**src/rtl/vga_pkg.sv**
```systemverilog
// Shared 640x480@60 VGA timing constants and helpers, used by the timing
// generator and by the sprite mappers for coordinate scaling.
package vga_pkg;

  localparam logic [9:0] H_VISIBLE  = 10'd640;
  localparam logic [9:0] H_FP_END   = 10'd656;
  localparam logic [9:0] H_SYNC_END = 10'd752;
  localparam logic [9:0] H_TOTAL    = 10'd800;
  localparam logic [9:0] V_VISIBLE  = 10'd480;
  localparam logic [9:0] V_FP_END   = 10'd490;
  localparam logic [9:0] V_SYNC_END = 10'd492;
  localparam logic [9:0] V_TOTAL    = 10'd525;

  localparam logic [9:0] H_LAST = H_TOTAL - 10'd1;
  localparam logic [9:0] V_LAST = V_TOTAL - 10'd1;

  // Bit order {blank, vs, hs} is the layout carried through the delay line.
  typedef struct packed {
    logic blank;
    logic vs;
    logic hs;
  } sync_bits_t;

  localparam sync_bits_t DELAY_RESET = '{blank: 1'b0, vs: 1'b1, hs: 1'b1};

  function automatic logic hsync_level(input logic [9:0] hc);
    return !((hc >= H_FP_END) && (hc < H_SYNC_END));
  endfunction

  function automatic logic vsync_level(input logic [9:0] vc);
    return !((vc >= V_FP_END) && (vc < V_SYNC_END));
  endfunction

  function automatic logic is_visible(input logic [9:0] hc, input logic [9:0] vc);
    return (hc < H_VISIBLE) && (vc < V_VISIBLE);
  endfunction

endpackage

```
**src/rtl/sync_delay_line.sv**
```systemverilog
// Fixed-depth shift register for the 3-bit {blank, vs, hs} group; every stage
// resets to RESET_VAL so the outputs read as blanked while the line refills.
module sync_delay_line #(
  parameter int         DEPTH     = 2,
  parameter logic [2:0] RESET_VAL = 3'b011
) (
  input  logic       vga_clk,
  input  logic       reset,
  input  logic [2:0] din,
  output logic [2:0] dout
);

  generate
    if (DEPTH == 0) begin : g_bypass
      // Clock and reset are idle when the line is bypassed.
      logic unused_in_bypass;
      assign unused_in_bypass = ^{vga_clk, reset};
      assign dout = din;
    end else begin : g_pipe
      logic [2:0] stage [DEPTH];

      always_ff @(posedge vga_clk) begin
        if (reset) begin
          for (int i = 0; i < DEPTH; i++) begin
            stage[i] <= RESET_VAL;
          end
        end else begin
          stage[0] <= din;
          for (int i = 1; i < DEPTH; i++) begin
            stage[i] <= stage[i-1];
          end
        end
      end

      assign dout = stage[DEPTH-1];
    end
  endgenerate

endmodule

```
**src/rtl/vga_timing_gen.sv**
```systemverilog
// 640x480 VGA raster timing: pixel/line counters, registered sync/blank/frame
// strobes, and a delayed copy of the syncs aligned to downstream colour regs.
module vga_timing_gen
  import vga_pkg::*;
#(
  parameter int PIPE_DELAY = 2
) (
  input  logic       vga_clk,
  input  logic       reset,
  output logic [9:0] DrawX,
  output logic [9:0] DrawY,
  output logic       blank,
  output logic       hs,
  output logic       vs,
  output logic       frame_end,
  output logic       hs_d,
  output logic       vs_d,
  output logic       blank_d
);

  logic [9:0] hc;
  logic [9:0] vc;
  logic [9:0] hc_next;
  logic [9:0] vc_next;
  logic [2:0] sync_now;
  logic [2:0] sync_late;

  always_comb begin
    hc_next = hc + 10'd1;
    vc_next = vc;
    if (hc >= H_LAST) begin
      hc_next = '0;
      vc_next = (vc >= V_LAST) ? 10'd0 : vc + 10'd1;
    end
  end

  // Strobes are decoded from the next counter values so that, once
  // registered, they describe exactly the pixel shown on DrawX/DrawY.
  always_ff @(posedge vga_clk) begin
    if (reset) begin
      hc        <= '0;
      vc        <= '0;
      hs        <= 1'b1;
      vs        <= 1'b1;
      blank     <= 1'b1;
      frame_end <= 1'b0;
    end else begin
      hc        <= hc_next;
      vc        <= vc_next;
      hs        <= hsync_level(hc_next);
      vs        <= vsync_level(vc_next);
      blank     <= is_visible(hc_next, vc_next);
      frame_end <= (hc_next == H_LAST) && (vc_next == V_LAST);
    end
  end

  assign DrawX = hc;
  assign DrawY = vc;

  assign sync_now = {blank, vs, hs};

  sync_delay_line #(
    .DEPTH     (PIPE_DELAY),
    .RESET_VAL (DELAY_RESET)
  ) u_sync_delay (
    .vga_clk (vga_clk),
    .reset   (reset),
    .din     (sync_now),
    .dout    (sync_late)
  );

  assign {blank_d, vs_d, hs_d} = sync_late;

endmodule

```
**config.mk**
```make
export PLATFORM = sky130hd
export DESIGN_NAME = vga_timing_gen
export DESIGN_NICKNAME = d
export VERILOG_FILES = /design/src/rtl/vga_pkg.sv /design/src/rtl/sync_delay_line.sv /design/src/rtl/vga_timing_gen.sv
export SDC_FILE = /design/constraint.sdc
export NUM_CORES = 1
export LEC_CHECK = 0
export CAP_MARGIN = 40
export CORE_MARGIN = 1
export CORE_UTILIZATION = 50
export DETAILED_ROUTE_END_ITERATION = 10
export GPL_TIMING_DRIVEN = 1
export PLACE_DENSITY_LB_ADDON = 0.08
export SYNTH_ARGS = -nofsm -noshare
export SYNTH_HDL_FRONTEND = slang
export SYNTH_HIERARCHICAL = 1
export SYNTH_SLANG_ARGS = --single-unit
```
**constraint.sdc**
```tcl
create_clock -name vga_clk -period 3.6 [get_ports vga_clk]
set_input_delay 0.72 -clock vga_clk [delete_from_list [all_inputs] [get_ports vga_clk]]
set_output_delay 0.72 -clock vga_clk [all_outputs]
set_load 0.01 [all_outputs]
```
==> reports/qor.txt <==
gpl congestion -> 0.863
DP Cell Count -> 251
initial antenna violation count -> 0
WL final -> 3830 um
CTS Hold Buffers Added -> 0
Max clock buf depth -> 2
Worst Min Path Start -> u_sync_delay/g_pipe.stage[0][0]
final cell count without fillers -> 259
FF+latch area -> 601 sq um
startpoint types -> flop
final hold violation count -> 0
DR iter-0 viols -> 49
chip height -> 59.3 um
worst-case clock skew -> 20.0 ps
Seq/Total Area, Yosys -> 36.6%
WS Path Type -> reg -> reg
final worst path period share -> 69.7%
Post-Syn Area -> 1640 sq um
port bufs -> 28
global route overflow -> 0
drt wl/cell -> 14.8 um
Slew Viols, Final -> 0
post-synth net total -> 200
Async SR Flop Fraction -> 0%
Critical Path Source -> DrawX[0]
Yosys cell types -> 50
first-pass GRT wire length -> 6470 um
Top-Level Pins -> 29
Leakage -> 0.655 nW
crit path capture type -> flop
layout net count -> 219
worst reg2reg startpoint -> DrawX[0]
RSZ-0062 raised after global routing -> false
Clock Sinks -> 30
Yosys reg bits -> 30
Post-synth top cells -> 30 x dfxtp_1, 18 x nor2_1, 10 x a21oi_1, 10 x inv_1, 10 x nand2_1
worst min path class -> reg -> reg
CP max FO -> 15
Setup TNS -> 0 ps
drc violations -> 0
CTS H-tree lvls -> 2
Power Dens Cells -> 320 nW/um^2
Post-CTS Setup Bufs -> 0
Ys Warns -> 6
Site Rows -> 20
status -> completed
via count -> 1513
Core Area -> 3080 sq um
Initial Util -> 53.3%
Max-Cap Viols -> 0
Filler Cells Inserted -> 292
post-cts gate resize count -> 0
Die Span X -> 59.3 um
top_reg_cell synth -> dfxtp_1
DP HPWL -> 2690 um
vias per std cell -> 5.84
Final min period -> 2510 ps
Synth top area share -> 36.6%
Mapped Cells -> 195
critical path data required time -> 3800 ps
fmax -> 398 MHz
remaining antenna violation count -> 0
slew of the pin with the lowest slew margin -> 614 ps
Worst-Skew Late Latency -> 330 ps
multi-input gate area in the final layout -> 917 sq um
most frequent cell after synthesis -> dfxtp_1
area delta synth->final -> 19.9%
Die ar. -> 3520 sq um
crit path DAT -> 2710 ps
clock-pin transition on the worst setup and hold timing paths -> 110 ps
root buf cell -> clkbuf_4
# setup viols final -> 0
largest net degree at the start of global routing -> 18
All-Layer GR Usage -> 24.8%
# diodes -> 0
peak supply drop -> 0.000242 V
EDFF count, synth -> 0
layout cells sized above 1 -> 6.51%
Slew Limit Headroom -> 58.9%
number of global-route vias before repair -> 1406
Synth area leader -> dfxtp_1
Inserted Clock Buffers -> 5
DRT Pass-1 Iters -> 4
ranking of synthesized cells by area -> dfxtp_1 37%, nor2_1 4.1%, xnor2_1 3.7%, nor2b_1 3.4%, a21oi_1 3.0%
Syn Area/Cell -> 8.42 sq um
CTS tree -> done
per-stage QoR:
stage                     area [sq um]  util, %  power, W  hold WS, ps  worst slack [ps]
after global routing              1970     63.9  0.000658          418               955
after floorplan                   1640        -  0.000362          383              1380
after CTS                         1970     63.9  0.000634          415              1100
after global placement            1890     61.4  0.000373          393              1060
after detailed placement          1890     61.4  0.000373          398              1010
final                             1970     63.9  0.000629          413              1090
worst paths after layout:
check                           slack (ps)                         endpoint  depth (start not counted)
worst max-delay path                  1090                               vs                          6
worst min-delay path                   410  u_sync_delay/g_pipe.stage[0][3]                          1
worst max register to register        1090                               vs                          6
worst min register to register         410  u_sync_delay/g_pipe.stage[0][3]                          1
metal layers:
layer  share of wire (%)  vias to the layer above  track usage (%)  wire (um)
met3                 5.8                        9             5.68        224
met2                  45                       49             38.5       1740
li1                    -                      743                -          -
met4                 1.9                        0             11.9         73
met1                  47                      712             32.4       1800
met5                   0                        -                0          0
where the power goes:
group          internal (W)  switching, W
clock network      0.000144      0.000120
registers          0.000336    0.00000484
logic             0.0000112     0.0000136
cells by family (layout without fill, tap and decap cells):
| kind of cell | Yosys count | count (layout) | synth area share (%) |
|---|---|---|---|
| flops | 30 | 30 | 36.6 |
| compound gates | 48 | 48 | 20.8 |
| xor+xnor | 12 | 12 | 6.40 |
| simple gates | 76 | 76 | 26.4 |
| buf+inv | 26 | 46 | 7.55 |
| fa+ha+maj | 3 | 3 | 2.29 |
worst max-delay path, stage by stage (launching register included):
cell       delay [ps]
dfxtp_1           430
ha_1              300
nand4_4           190
a21o_1            370
or4_4             590
a2111oi_2         370
nand4b_1          120
cells in the final DEF, fill, tap and decap left out, types with 2 or more instances in the layout:
master	n
a2111oi_0	5
a211oi_1	3
a21o_1	2
a21oi_1	10
a2bb2oi_1	2
a31oi_1	3
and3_1	2
clkbuf_4	5
clkdlybuf4s50_1	28
clkinv_2	2
dfxtp_1	30
ha_1	3
inv_1	10
nand2_1	10
nand2b_1	2
nand3_1	8
nand4_1	6
nor2_1	18
nor2b_1	9
nor3_1	3
nor4_1	3
o21ai_0	8
o31a_1	2
or2_1	4
xnor2_1	7
xor2_1	5
flip-flops by register name, summed over array words and instances (netlist names):
name	cells
blank	1
frame_end	1
u_sync_delay/g_pipe.stage	6
DrawX	10
vs	1
DrawY	10
hs	1
final cells by class:
class	instances	area share, %
Timing Repair Buffer	28	14.2
Clock buffer	5	1.91
Multi-Input combinational cell	139	46.6
Inverter	10	1.91
Sequential cell	30	30.5
Clock inverter	3	2.03
Tap cell	44	2.80
(Power assumes the default switching activity.)
==> variant (same settings) <==
The output `frame_end` loses its register stage (`frame_end` becomes a continuous assignment).
--- a/src/rtl/vga_timing_gen.sv
+++ b/src/rtl/vga_timing_gen.sv
@@ -45,3 +45,2 @@
       blank     <= 1'b1;
-      frame_end <= 1'b0;
     end else begin
@@ -52,5 +51,6 @@
       blank     <= is_visible(hc_next, vc_next);
-      frame_end <= (hc_next == H_LAST) && (vc_next == V_LAST);
     end
   end
+
+  assign frame_end = (hc_next == H_LAST) && (vc_next == V_LAST);
 
Formal check against the unedited RTL: no difference found for any inputs over 10 cycles, from zero or initial values and one cycle with reset high; that may be too few to reach the edited logic, so the function may still have changed.
==> variant against the unedited design <==
- clock skew fell by 0.0071 ns
- setup slack got worse by 0.89 ns
- utilization rose by 3.8 points
- highest routed layer unchanged
- synthesized area fell by 9.5%
- global-route usage fell by 1.1 points
- sequential power fell by 4%
- non-clock buffer count rose by 8
- routed wire length fell by 11%
- power fell by 13%
- design area fell by 4.3%
- synthesized cell count fell by 9.7%
- critical path depth rose by 2
- sequential cell count fell by 1
==> variant: results (changes against the unedited design) <==
crit_arrival_ns: 2.68  # -0.03 ns
p_leak_nw: 0.708  # +8.1%
switching_share_pct: 24.9  # +2.8 points
global_route.usage.met3_pct: 6.22  # +0.54 points
place.detailed.hpwl_mm: 2.52  # -6.3%
timing.critical_path.to: "frame_end"
grt_first_pass_wirelength_mm: 5.84  # -9.7%
gpl.final_weighted_congestion: 0.903  # +4.6%
number_of_global_route_vias_before_repair: 1272  # -9.5%
grt_util_met2_pct: 35.3  # -3.2 points
clock_net_power_mw: 0.192  # -27%
maximum_number_of_pins_on_one_net_before_global_route_repair: 13  # -5
post_synth_main_area_contributors: "sky130_fd_sc_hd__dfxtp_1, sky130_fd_sc_hd__nor2_1, sky130_fd_sc_hd__xnor2_1, sky130_fd_sc_hd__nand3_1, sky130_fd_sc_hd__nand2_1"
reg2reg_to: "vs"
grt_use_met1_pct: 32.0  # -0.39 points
run_status: "completed"
drive_above_1_share_pct: 13.2  # +6.7 points
distinct_cells_synth: 42  # -16%
r2r_start: "DrawX[1]"
route.detailed.wl_per_inst_um: 14.1  # -4.8%
postRouteWirelength_mm: 3.42  # -11%
power_density_nw_per_um2: 289  # -9.5%
finalNetCount: 216  # -1.4%
synthesis.area_per_instance_um2: 8.45  # +0.32%
grt.total_usage_pct: 23.7  # -1.1 points
dpl_worst_slack_ns: 0.0766  # -0.934 ns
max_freq_ghz: 0.294  # -26%
holdWs_ns: 0.414  # +0.00141 ns
drt-initial-drc-count: 54  # +10%
nFillCells: 234  # -20%
largest_voltage_drop_on_the_vdd_net_v: 0.000296  # +23%
critPathLaunchType: "flip-flop"
placedInstanceArea_um2: 1820  # -3.6%
timing_worst_slew_pin_value_ns: 0.692  # +0.0776 ns
synth_common_cells: "sky130_fd_sc_hd__dfxtp_1, sky130_fd_sc_hd__nor2_1, sky130_fd_sc_hd__nand2_1"
met3RoutedLength_um: 237  # +5.8%
vias: 1369  # -9.5%
worst_clock_skew_ns: 0.0129  # -0.00710 ns
r2r.worst_path.cells: 7  # +1
timing.reg2reg.setup_slack_ns: 1.05  # -0.04 ns
routedLengthMet1_mm: 1.63  # -9.2%
critical_path_peak_fanout: 5  # -10
final_area_um2: 1880  # -4.3%
met2RoutedLength_mm: 1.45  # -16%
variant: changes by cell type after synthesis, sizes merged, moves of 6 or more:
| cell | unedited run | this run |
|---|---|---|
| buf | 11 | 4 |
| a2111oi | 7 | 1 |
| o21ai | 9 | 3 |
| nor2b | 9 | 3 |
| nor2 | 18 | 27 |
variant: worst max-delay path: stages, from the launching register on:
cell	delay [ns]
sky130_fd_sc_hd__dfxtp_2	0.37
sky130_fd_sc_hd__ha_2	0.22
sky130_fd_sc_hd__nand4_2	0.18
sky130_fd_sc_hd__a21o_4	0.28
sky130_fd_sc_hd__nor4_4	0.29
sky130_fd_sc_hd__xnor2_1	0.15
sky130_fd_sc_hd__a221o_1	0.30
sky130_fd_sc_hd__a2111oi_2	0.36
sky130_fd_sc_hd__clkbuf_2	0.20
variant: repair_timing:
item                                    4_1_cts  5_1_grt
pin swaps                                     0        0
hold buffers                                  0        0
resized for setup                             1        6
endpoints found under the setup margin        1        1
variant: cell type report:
| cell class | instances | share of cell area (%) |
|---|---|---|
| Tap cell | 31 | 2.06 |
| Inverter | 6 | 1.20 |
| Multi-Input combinational cell | 133 | 45.2 |
| Clock buffer | 5 | 1.99 |
| Clock inverter | 3 | 0.930 |
| Timing Repair Buffer | 36 | 17.8 |
| Sequential cell | 29 | 30.9 |
variant: kinds of logic (layout without fill, tap and decap cells):
group	Yosys count	after routing	synth area share, %
AOI/OAI and AO/OA	29	29	14.1
muxes	1	1	0.758
DFF	29	29	39.1
and+or+nand+nor	85	85	30.4
xor gates and xnor gates	15	15	8.84
buffers and inverters	14	50	4.38
adders and majority gates	3	3	2.53
